===== src/rtl/rally_speed_sequencer_pkg.sv =====
// Shared definitions for the rally speed sequencer slice.
//   - rally_state_e : serve / rally phase of the game
//   - LFSR width, tap mask and a next-state helper for the 8-bit Fibonacci LFSR
//   - default parameter values used by the interface, sub-module and top
package rally_pkg;

    typedef enum logic {
        SERVE = 1'b0,
        RALLY = 1'b1
    } rally_state_e;

    localparam int              LFSR_W    = 8;
    // x^8+x^6+x^5+x^4+1 -> feedback from bits 7,5,4,3
    localparam logic [LFSR_W-1:0] LFSR_TAPS = 8'hB8;

    localparam int              DEF_SERVE_FRAMES = 60;
    localparam int              DEF_SPEEDUP_HITS = 8;
    localparam logic [LFSR_W-1:0] DEF_LFSR_SEED  = 8'hA5;
    localparam int              DEF_CNT_W        = 4;

    function automatic logic [LFSR_W-1:0] lfsr_next(input logic [LFSR_W-1:0] q);
        return {q[LFSR_W-2:0], ^(q & LFSR_TAPS)};
    endfunction

endpackage


===== src/rtl/rally_speed_sequencer_if.sv =====
// Game-side bus of the rally speed sequencer.
//   master : game/collision logic (drives frame/hit/score and mode selects,
//            observes speed/angle/ball enable/hit count)
//   slave  : rally_speed_sequencer
// Signals:
//   i_frame     frame tick pulse        i_hit      paddle collision level
//   i_score     point scored level      i_manualsp manual speed select
//   i_randomsp  random speed mode       i_manualan manual angle select
//   i_randoman  random angle mode       o_speed    ball speed select
//   o_angle     rebound angle select    o_ball_en  ball visible/moving
//   o_hit_count paddle hits in current rally (CNT_W bits, saturating)
interface rally_speed_sequencer_if
    import rally_pkg::*;
#(
    parameter int CNT_W = DEF_CNT_W
);
    logic             i_frame;
    logic             i_hit;
    logic             i_score;
    logic             i_manualsp;
    logic             i_randomsp;
    logic             i_manualan;
    logic             i_randoman;
    logic             o_speed;
    logic             o_angle;
    logic             o_ball_en;
    logic [CNT_W-1:0] o_hit_count;

    modport master (
        output i_frame, i_hit, i_score, i_manualsp, i_randomsp, i_manualan, i_randoman,
        input  o_speed, o_angle, o_ball_en, o_hit_count
    );

    modport slave (
        input  i_frame, i_hit, i_score, i_manualsp, i_randomsp, i_manualan, i_randoman,
        output o_speed, o_angle, o_ball_en, o_hit_count
    );
endinterface


===== src/rtl/rally_speed_sequencer_lfsr.sv =====
// rally_lfsr8: free-running 8-bit Fibonacci LFSR used as the pseudo-random
// speed/angle source. Shifts left every clock, new bit0 = b7^b5^b4^b3.
// Ports:
//   i_clk    clock
//   i_rst_n  asynchronous active-low reset (loads SEED)
//   o_q      current register contents
// SEED must be non-zero or the register locks up at 0.
module rally_lfsr8
    import rally_pkg::*;
#(
    parameter logic [LFSR_W-1:0] SEED = DEF_LFSR_SEED
) (
    input  logic              i_clk,
    input  logic              i_rst_n,
    output logic [LFSR_W-1:0] o_q
);

    always_ff @(posedge i_clk or negedge i_rst_n) begin
        if (!i_rst_n) o_q <= SEED;
        else          o_q <= lfsr_next(o_q);
    end

endmodule


===== src/rtl/rally_speed_sequencer.sv =====
// rally_speed_sequencer: sequences each rally of the pong core.
//   - serve delay of SERVE_FRAMES frame ticks after reset or a score
//   - per-hit sampling of LFSR bits for random speed/angle
//   - saturating paddle hit counter per rally
// Ports:
//   i_clk    system clock
//   i_rst_n  asynchronous active-low reset
//   bus      rally_speed_sequencer_if.slave (game inputs, motion outputs)
// Optional feature macro RALLY_SPEEDUP_EN: once the rally hit count reaches
// SPEEDUP_HITS, o_speed is forced to 1 until the next score.
module rally_speed_sequencer
    import rally_pkg::*;
#(
    parameter int                SERVE_FRAMES = DEF_SERVE_FRAMES,
    parameter int                SPEEDUP_HITS = DEF_SPEEDUP_HITS,
    parameter logic [LFSR_W-1:0] LFSR_SEED    = DEF_LFSR_SEED,
    parameter int                CNT_W        = DEF_CNT_W
) (
    input  logic                       i_clk,
    input  logic                       i_rst_n,
    rally_speed_sequencer_if.slave     bus
);

    localparam logic [7:0] SERVE_LOAD = 8'(SERVE_FRAMES);

    // Reject configurations that cannot work (zero serve, zero seed locks LFSR).
    generate
        if (SERVE_FRAMES < 1 || SERVE_FRAMES > 255 || LFSR_SEED == '0 || SPEEDUP_HITS < 1)
        begin : g_bad_cfg
            $error("rally_speed_sequencer: invalid parameter set");
        end
    endgenerate

    rally_state_e      state, state_nxt;
    logic              hit_d, score_d;
    logic              hit_p, score_p;
    logic [7:0]        serve_cnt;
    logic [CNT_W-1:0]  hit_count;
    logic              speed_r, angle_r;
    logic [LFSR_W-1:0] lfsr_q;
    logic              ball_en, speed_force;
    logic              serve_done, hit_rally;

    rally_lfsr8 #(.SEED(LFSR_SEED)) u_lfsr (
        .i_clk   (i_clk),
        .i_rst_n (i_rst_n),
        .o_q     (lfsr_q)
    );

    // Rising-edge detect on the level inputs.
    always_ff @(posedge i_clk or negedge i_rst_n) begin
        if (!i_rst_n) begin
            hit_d   <= 1'b0;
            score_d <= 1'b0;
        end else begin
            hit_d   <= bus.i_hit;
            score_d <= bus.i_score;
        end
    end

    assign hit_p      = bus.i_hit & ~hit_d;
    assign score_p    = bus.i_score & ~score_d;
    // A score wins over everything else in the same cycle.
    assign serve_done = (state == SERVE) && bus.i_frame && (serve_cnt == 8'd1) && !score_p;
    assign hit_rally  = (state == RALLY) && hit_p && !score_p;

    // FSM: state register
    always_ff @(posedge i_clk or negedge i_rst_n) begin
        if (!i_rst_n) state <= SERVE;
        else          state <= state_nxt;
    end

    // FSM: next state
    always_comb begin
        state_nxt = state;
        if (score_p)         state_nxt = SERVE;
        else if (serve_done) state_nxt = RALLY;
    end

    // FSM: outputs
    always_comb begin
        ball_en     = (state == RALLY);
        speed_force = 1'b0;
`ifdef RALLY_SPEEDUP_EN
        speed_force = (state == RALLY) && (int'(hit_count) >= SPEEDUP_HITS);
`else
        speed_force = 1'b0;
`endif
    end

    // Serve countdown; reloaded on score so a coincident frame tick is dropped.
    always_ff @(posedge i_clk or negedge i_rst_n) begin
        if (!i_rst_n)                          serve_cnt <= SERVE_LOAD;
        else if (score_p || serve_done)        serve_cnt <= SERVE_LOAD;
        else if (state == SERVE && bus.i_frame) serve_cnt <= serve_cnt - 8'd1;
    end

    always_ff @(posedge i_clk or negedge i_rst_n) begin
        if (!i_rst_n)                          hit_count <= '0;
        else if (score_p)                      hit_count <= '0;
        else if (hit_rally && hit_count != '1) hit_count <= hit_count + 1'b1;
    end

    // Manual mode tracks the select every cycle; random mode samples the LFSR
    // contents of the hit cycle and holds it between hits.
    always_ff @(posedge i_clk or negedge i_rst_n) begin
        if (!i_rst_n)              speed_r <= 1'b0;
        else if (!bus.i_randomsp)  speed_r <= bus.i_manualsp;
        else if (score_p)          speed_r <= 1'b0;
        else if (hit_rally)        speed_r <= lfsr_q[LFSR_W-1];
    end

    // Random angle is deliberately left untouched by a score.
    always_ff @(posedge i_clk or negedge i_rst_n) begin
        if (!i_rst_n)              angle_r <= 1'b0;
        else if (!bus.i_randoman)  angle_r <= bus.i_manualan;
        else if (hit_rally)        angle_r <= lfsr_q[0];
    end

    assign bus.o_speed     = speed_r | speed_force;
    assign bus.o_angle     = angle_r;
    assign bus.o_ball_en   = ball_en;
    assign bus.o_hit_count = hit_count;

endmodule


===== src/flat_wrapper.sv =====
// flat-port wrapper written by rule: the top's interface ports become plain ports
module rally_speed_sequencer_flat import rally_pkg::*;
#(
    parameter int                SERVE_FRAMES = DEF_SERVE_FRAMES,
    parameter int                SPEEDUP_HITS = DEF_SPEEDUP_HITS,
    parameter logic [LFSR_W-1:0] LFSR_SEED    = DEF_LFSR_SEED,
    parameter int                CNT_W        = DEF_CNT_W
)
  (i_clk, i_rst_n, bus_i_frame, bus_i_hit, bus_i_score, bus_i_manualsp, bus_i_randomsp, bus_i_manualan, bus_i_randoman, bus_o_speed, bus_o_angle, bus_o_ball_en, bus_o_hit_count);
  rally_speed_sequencer_if #(.CNT_W(CNT_W)) bus_i ();
  input  logic i_clk;
  input  logic i_rst_n;
  input wire logic [$bits(bus_i.i_frame)-1:0] bus_i_frame;
  input wire logic [$bits(bus_i.i_hit)-1:0] bus_i_hit;
  input wire logic [$bits(bus_i.i_score)-1:0] bus_i_score;
  input wire logic [$bits(bus_i.i_manualsp)-1:0] bus_i_manualsp;
  input wire logic [$bits(bus_i.i_randomsp)-1:0] bus_i_randomsp;
  input wire logic [$bits(bus_i.i_manualan)-1:0] bus_i_manualan;
  input wire logic [$bits(bus_i.i_randoman)-1:0] bus_i_randoman;
  output wire logic [$bits(bus_i.o_speed)-1:0] bus_o_speed;
  output wire logic [$bits(bus_i.o_angle)-1:0] bus_o_angle;
  output wire logic [$bits(bus_i.o_ball_en)-1:0] bus_o_ball_en;
  output wire logic [$bits(bus_i.o_hit_count)-1:0] bus_o_hit_count;
  assign bus_i.i_frame = bus_i_frame;
  assign bus_i.i_hit = bus_i_hit;
  assign bus_i.i_score = bus_i_score;
  assign bus_i.i_manualsp = bus_i_manualsp;
  assign bus_i.i_randomsp = bus_i_randomsp;
  assign bus_i.i_manualan = bus_i_manualan;
  assign bus_i.i_randoman = bus_i_randoman;
  assign bus_o_speed = bus_i.o_speed;
  assign bus_o_angle = bus_i.o_angle;
  assign bus_o_ball_en = bus_i.o_ball_en;
  assign bus_o_hit_count = bus_i.o_hit_count;
  rally_speed_sequencer #(.SERVE_FRAMES(SERVE_FRAMES), .SPEEDUP_HITS(SPEEDUP_HITS), .LFSR_SEED(LFSR_SEED), .CNT_W(CNT_W)) u_core (.i_clk(i_clk), .i_rst_n(i_rst_n), .bus(bus_i));
endmodule

===== config.mk =====
export PLATFORM = sky130hd
export DESIGN_NAME = rally_speed_sequencer_flat
export DESIGN_NICKNAME = d
export VERILOG_FILES = /design/src/rtl/rally_speed_sequencer_pkg.sv /design/src/rtl/rally_speed_sequencer_if.sv /design/src/rtl/rally_speed_sequencer_lfsr.sv /design/src/rtl/rally_speed_sequencer.sv /design/src/flat_wrapper.sv
export SDC_FILE = /design/constraint.sdc
export NUM_CORES = 1
export LEC_CHECK = 0
export BUFFER_PORTS_ARGS = -buffer_cell sky130_fd_sc_hd__buf_2
export CORE_UTILIZATION = 30
export DETAILED_ROUTE_END_ITERATION = 8
export PLACE_DENSITY = 0.56
export SYNTH_ARGS = -nofsm -noshare
export SYNTH_HDL_FRONTEND = slang
export SYNTH_SLANG_ARGS = --single-unit

===== constraint.sdc =====
create_clock -name i_clk -period 2.07 [get_ports i_clk]
set_input_delay 0.207 -clock i_clk [delete_from_list [all_inputs] [get_ports i_clk]]
set_output_delay 0.207 -clock i_clk [all_outputs]
set_load 0.01 [all_outputs]

==> metrics.md, run 1 <==
| Metric | Value |
|---|---|
| Sequential share of the synthesized area | 56.2% |
| Via/cell ratio | 5.24 |
| Syn nets | 114 |
| Hold WC Path Type | input pin to flip-flop |
| Final Net Count | 135 |
| Syn Inst Count | 102 |
| Worst R2R Start | u_core.serve_cnt[0]$_DFFE_PN0P_ |
| Hold Worst Slack | 0.0719 ns |
| TNS Setup | 0 ns |
| Setup violators final | 0 |
| WL/cell | 14.3 µm |
| Fillers | 360 |
| Clock root buffer | clkbuf_8 |
| GRT Total Usage | 13.2% |
| Initial antenna violation count | 0 |
| Fmax | 522 MHz |
| Layout cells sized above 1 | 23.8% |
| Sequential cell area | 636 µm² |
| Final hold violations | 0 |
| Crit path capture type | flip-flop |
| Post-synthesis cell area | 0.00113 mm² |
| Max cap viols | 0 |
| WP data arrival | 2.12 ns |
| Area of the multi-input gates | 465 µm² |
| Die span in x | 63.4 µm |
| CP Max Fanout | 7 |
| Slew Limit Fails | 0 |
| H-Tree Depth | 1 |
| DIE AREA | 0.00402 mm² |
| Die Ht | 63.4 µm |
| DR vias | 881 |
| Global-route wire length before repair | 4140 µm |
| Clk_lat worst skew | 0.27 ns |
| Crit-path cells | inv_1 -> ha_1 -> or4b_1 -> or4_1 -> a21oi_1 |
| Kind of critical path | flip-flop to flip-flop |
| Peak supply drop | 0.284 mV |
| Core area | 0.00347 mm² |
| Setup Skew | 0.00426 ns |
| CP Launch Point | u_core.serve_cnt[0]$_DFFE_PN0P_ |
| Worst rel slew slack | 62.3% |
| Clk pin slew, worst setup/hold paths | 0.09 ns |
| Clk pwr share | 28.5% |
| CP max stage delay | 0.47 ns |
| Diode count | 0 |
| Syn avg cell area | 11.1 µm² |
| Static leakage | 0.000600 µW |
| Power per cell area | 781 mW/mm² |
| Post-CTS Setup Inserts | 0 |
| Tcrit/Tclk final | 92.5% |
| Starting density of the core | 32.6% |
| Worst EP required | 2.27 ns |
| GRT overflow | 0 |
| Num rows | 21 |
| CTS Sinks | 25 |
| CTS buffer count | 3 |
| CTS tree | done |
| Count of state elements after synthesis | 25 |
| Slowest cell on the critical path | or4_1 |
| Synth-to-layout area growth | 17.6% |
| Remaining DRCs | 0 |
| Status | complete, no violations |
| I/O Pins | 16 |
| Worst Tran Pin Value | 0.566 ns |
| Power Internal | 742 µW |
| Ys Warns | 0 |
| Minimum clock period | 1.92 ns |
| Iter 0 DRT Violations | 75 |
| Worst Setup Start Kind | flip-flop |
| Global placement routability congestion | 0.782 |
| Comb power frac | 14.7% |
| P_sw | 297 µW |
| Dpl hpwl | 1610 µm |
| Vias in the first global route | 899 |
| CTS max path bufs | 2 |
| Drt first pass iters | 4 |
| Unique masters post-synth | 37 |
| PortBufs | 15 |
| Sw frac | 28.6% |
| Detail Route Antenna Nets | 0 |
| Worst hold start | bus_i_hit |
| Largest net degree at the start of global routing | 26 |
| Seq pwr share | 56.7% |
| RSZ-0062 raised after global routing | no |
| Routed wire length | 2410 µm |
==> cell usage after synthesis, drive strengths merged <==
cell type / number / share of area (%)
or4b: 1 / 0.88
o21a: 1 / 0.66
clkbuf: 1 / 0.33
xor2: 1 / 0.77
a21oi: 5 / 2.2
dfstp: 8 / 19
nor4: 4 / 2.2
and3: 1 / 0.55
nor3b: 2 / 1.3
o31ai: 1 / 0.66
a221oi: 1 / 0.77
nand2: 3 / 1.0
ha: 3 / 3.3
inv: 6 / 2.0
a221o: 1 / 0.88
mux2i: 3 / 2.7
a31oi: 2 / 1.1
o41ai: 1 / 0.77
o21ai: 7 / 3.1
o311ai: 1 / 0.77
or3b: 1 / 0.77
and3b: 1 / 0.77
and4: 1 / 0.77
xnor2: 2 / 1.5
nand3b: 3 / 2.0
nor2b: 2 / 1.1
nand3: 5 / 2.2
a22oi: 1 / 0.66
or3: 3 / 1.7
buf: 1 / 0.33
dfrtp: 17 / 38
nor3: 2 / 0.88
nand2b: 3 / 1.7
o211ai: 1 / 0.66
o22ai: 2 / 1.1
or4: 1 / 0.66
nor2: 3 / 1.0
==> layout make-up <==
cell class,count,share of cell area (%)
inverter,6,1.69
multi-input combinational,69,35.0
clock buffer,3,3.10
timing repair buffer,18,7.53
sequential,25,47.8
clock inverter,1,0.564
tap,46,4.33
==> final timing paths <==
| check | end | slack, ns | depth (start not counted) |
|---|---|---|---|
| max reg2reg | u_core.serve_cnt[6]$_DFFE_PN0P_ | 0.15 | 5 |
| min in group asynchronous | u_core.serve_cnt[6]$_DFFE_PN0P_ | 0.46 | 2 |
| max in group asynchronous | u_core.u_lfsr.o_q[5]$_DFF_PN1_ | 1.23 | 2 |
| min reg2reg | u_core.u_lfsr.o_q[7]$_DFF_PN1_ | 0.36 | 0 |
| max | u_core.serve_cnt[6]$_DFFE_PN0P_ | 0.15 | 5 |
| min | u_core.hit_d$_DFF_PN0_ | 0.07 | 1 |
==> through the flow <==
| step | instances | instance area, µm² | power, µW | setup slack, ns | utilization [%] |
|---|---|---|---|---|---|
| 2_1_floorplan | 102 | 1130 | 684 | 0.280 | - |
| 3_3_place_gp | 163 | 1270 | 738 | 0.234 | 36.7 |
| 3_5_place_dp | 163 | 1270 | 746 | 0.187 | 36.7 |
| 4_1_cts | 168 | 1330 | 1050 | 0.155 | 38.3 |
| 5_1_grt | 168 | 1330 | 1100 | 0.0677 | 38.3 |
| 6_report | 168 | 1330 | 1040 | 0.154 | 38.3 |
==> power groups by stage <==
stage	clock network, µW	logic (µW)	registers (µW)
floorplan	0	104	580
global placement	0	149	589
detailed placement	0	152	593
CTS	306	155	588
global route	327	176	597
finish	296	153	589
==> worst max-delay path: cells and delay by family, from the launching register on <==
family | cells | cell delay [ns]
buffers and inverters | 1 | 0.11
and+or+nand+nor | 2 | 0.93
AOI/OAI and AO/OA | 1 | 0.12
DFF | 1 | 0.46
adders and majority gates | 1 | 0.23
==> timing repair <==
action	4_1_cts	5_1_grt
gates resized for setup	0	0
endpoints found under the hold margin	17	0
endpoints found under the setup margin	0	0
hold buffers	1	0
==> registers in the layout, indices dropped and copies added (netlist names) <==
name and cells:
u_core.hit_d 1, u_core.bus.o_hit_count 4, u_core.serve_cnt 8, u_core.score_d 1, u_core.bus.o_angle 1, u_core.bus.o_speed 1
u_core.u_lfsr.o_q 8, u_core.bus.o_ball_en 1
==> layout by cell type (no fill, tap or decap), types with 3 or more instances in the layout <==
cell,synthesis,layout
or3_1,3,3
nor4_1,4,4
o21ai_0,7,7
dfrtp_1,17,17
dfstp_2,8,8
clkbuf_8,0,3
nand3_1,5,5
nor2_1,3,3
inv_1,6,6
mux2i_1,3,3
ha_1,3,3
nand2_1,3,3
nand2b_1,3,3
a21oi_1,5,5
nand3b_1,3,3
buf_2,0,15
==> cells by family (layout without fill, tap and decap cells) <==
group | after synthesis | in the layout | share of synthesized area (%)
muxes | 3 | 3 | 2.65
DFF | 25 | 25 | 56.2
xor gates and xnor gates | 3 | 3 | 2.32
buffers and inverters | 8 | 28 | 2.65
and+or+nand+nor | 36 | 36 | 19.5
AOI/OAI and AO/OA | 24 | 24 | 13.4
adders and majority gates | 3 | 3 | 3.32
==> metal layers <==
| layer | routed length [µm] | share of wire (%) | track usage (%) | up-vias |
|---|---|---|---|---|
| met1 | 1160 | 48 | 18.0 | 436 |
| met5 | 0 | 0 | 0 | - |
| met3 | 81 | 3.4 | 2.90 | 4 |
| li1 | - | - | - | 417 |
| met4 | 23 | 0.96 | 5.11 | 0 |
| met2 | 1140 | 48 | 20.3 | 24 |
(Power assumes the default switching activity.)
==> run 2: changes to the inputs <==
--- a/config.mk
+++ b/config.mk
@@ -8,7 +8,8 @@
 export BUFFER_PORTS_ARGS = -buffer_cell sky130_fd_sc_hd__buf_2
 export CORE_UTILIZATION = 30
 export DETAILED_ROUTE_END_ITERATION = 8
-export PLACE_DENSITY = 0.56
+export PLACE_DENSITY = 0.55
+export SKIP_LAST_GASP = 1
 export SYNTH_ARGS = -nofsm -noshare
 export SYNTH_HDL_FRONTEND = slang
 export SYNTH_SLANG_ARGS = --single-unit
==> run 2 against run 1 <==
  * Cell count unchanged
  * Worst hold slack better by 0.0039 ns
  * Largest cell class unchanged
  * Critical path type unchanged
  * Clock skew about the same
  * Via count down 2.0%
  * Clock power down 6%
  * Design area down 0.19%
  * Sequential power down 1%
  * Core utilization down 0.072 points
  * Critical path depth unchanged
  * Sequential cell count unchanged
==> metrics.md, run 2 (synthesis gave the netlist of run 1 again) <==
| Metric | Value |
|---|---|
| Remaining DRCs | 0 |
| DIE AREA | 0.00402 mm² |
| Kind of critical path | flip-flop to flip-flop |
| Vias in the first global route | 887 |
| Slew Limit Fails | 0 |
| Fmax | 521 MHz |
| CTS buffer count | 3 |
| WP data arrival | 2.11 ns |
| Iter 0 DRT Violations | 25 |
| CTS max path bufs | 2 |
| Diode count | 0 |
| Clk_lat worst skew | 0.26 ns |
| CP Max Fanout | 5 |
| I/O Pins | 16 |
| Die Ht | 63.4 µm |
| TNS Setup | 0 ns |
| Post-CTS resize count | 0 |
| Initial antenna violation count | 0 |
| Max cap viols | 0 |
| Clock root buffer | clkbuf_8 |
| Most frequent cells in the layout | dfrtp_1 (17), buf_2 (15), dfstp_2 (8) |
| Inst Count DP | 163 |
| Starting density of the core | 32.6% |
| Static leakage | 0.000604 µW |
| Worst EP required | 2.26 ns |
| Power per cell area | 760 mW/mm² |
| Num rows | 21 |
| Crit path capture type | flip-flop |
| PortBufs | 15 |
| Minimum clock period | 1.92 ns |
| Layout cells sized above 1 | 23.8% |
| CTS tree | done |
| GRT Total Usage | 12.7% |
| Global-route wire length before repair | 4000 µm |
| Peak supply drop | 0.216 mV |
| WL/cell | 13.1 µm |
| H-Tree Depth | 1 |
| CTS Sinks | 25 |
| Final Net Count | 135 |
| Fin cells | 168 |
| Setup violators final | 0 |
| GRT overflow | 0 |
| Status | complete, no violations |
| Hold WC Path Type | input pin to flip-flop |
| Largest net degree at the start of global routing | 26 |
| Fillers | 363 |
| Dpl hpwl | 1660 µm |
| RSZ-0062 raised after global routing | no |
| Detail Route Antenna Nets | 0 |
| Synth-to-layout area growth | 17.4% |
| Via/cell ratio | 5.14 |
| Routed wire length | 2210 µm |
| Core area | 0.00347 mm² |
| Setup Skew | 0.00378 ns |
| Drt first pass iters | 4 |
| DR vias | 863 |
| Global placement routability congestion | 0.877 |
| Die span in x | 63.4 µm |
| Tcrit/Tclk final | 92.8% |
| Clk pin slew, worst setup/hold paths | 0.08 ns |
| Worst Tran Pin Value | 0.545 ns |
| Commonest non-fill, non-tap cell in the layout | dfrtp_1 |
| Final hold violations | 0 |
| Worst Setup Start Kind | flip-flop |
| Worst rel slew slack | 63.7% |
run 2: cell count changes in the layout (fill, tap and decap cells not counted), sizes merged:
| cell | change |
|---|---|
| clkinv | +1 |
| clkinvlp | -1 |
run 2: metal layers:
metal / vias to the layer above / GRT usage (%) / routed length, µm / share of wire [%]
met5: - / 0 / 0 / 0
met4: 0 / 3.41 / 17 / 0.77
met3: 2 / 3.08 / 77 / 3.5
met2: 9 / 22.1 / 1100 / 50
met1: 429 / 15.4 / 1010 / 46
li1: 423 / - / - / -
run 2: final timing paths:
check / from / to / slack, ns / cells past startpoint
min in group asynchronous: i_rst_n / u_core.serve_cnt[6]$_DFFE_PN0P_ / 0.45 / 2
worst max register to register: u_core.serve_cnt[1]$_DFFE_PN0P_ / u_core.serve_cnt[6]$_DFFE_PN0P_ / 0.15 / 5
worst min register to register: u_core.u_lfsr.o_q[1]$_DFF_PN0_ / u_core.u_lfsr.o_q[2]$_DFF_PN1_ / 0.36 / 0
worst min-delay path: bus_i_score / u_core.score_d$_DFF_PN0_ / 0.08 / 1
max in group asynchronous: i_rst_n / u_core.u_lfsr.o_q[5]$_DFF_PN1_ / 1.24 / 2
worst max-delay path: u_core.serve_cnt[1]$_DFFE_PN0P_ / u_core.serve_cnt[6]$_DFFE_PN0P_ / 0.15 / 5
run 2: area by class of cell:
| cell class | count | area (µm²) | share of cell area [%] |
|---|---|---|---|
| Multi-Input combinational cell | 69 | 465 | 35.1 |
| Clock buffer | 3 | 41.3 | 3.11 |
| Sequential cell | 25 | 636 | 47.9 |
| Inverter | 6 | 22.5 | 1.70 |
| Tap cell | 46 | 57.6 | 4.34 |
| Clock inverter | 1 | 5.00 | 0.377 |
| Timing Repair Buffer | 18 | 100 | 7.54 |
run 2: worst max-delay path, stage by stage (launching register included):
cell,delay (ns)
dfrtp_1,0.42
inv_1,0.12
ha_1,0.24
or4b_1,0.46
or4_1,0.47
a21oi_1,0.14
run 2: through the flow:
step	utilization (%)	cell area, µm²	total power, µW	setup WS [ns]	hold WS (ns)
after floorplan	-	1130	684	0.280	-0.0886
after global placement	36.7	1270	737	0.227	0.228
after detailed placement	36.7	1270	740	0.170	0.231
after CTS	38.3	1330	1020	0.147	0.0716
after global routing	38.3	1330	1070	0.0101	0.0784
final	38.3	1330	1010	0.149	0.0759
run 2: what timing repair did:
action	CTS	global route
endpoints found under the setup margin	0	0
buffers inserted	0	0
hold buffers	1	0
endpoints found under the hold margin	17	0
run 2: report_power, final:
part / internal [µW] / switching [µW] / total, µW
clock: 134 / 144 / 278
sequential: 537 / 44.4 / 582
combinational: 67.9 / 82.0 / 150
total: 739 / 270 / 1010
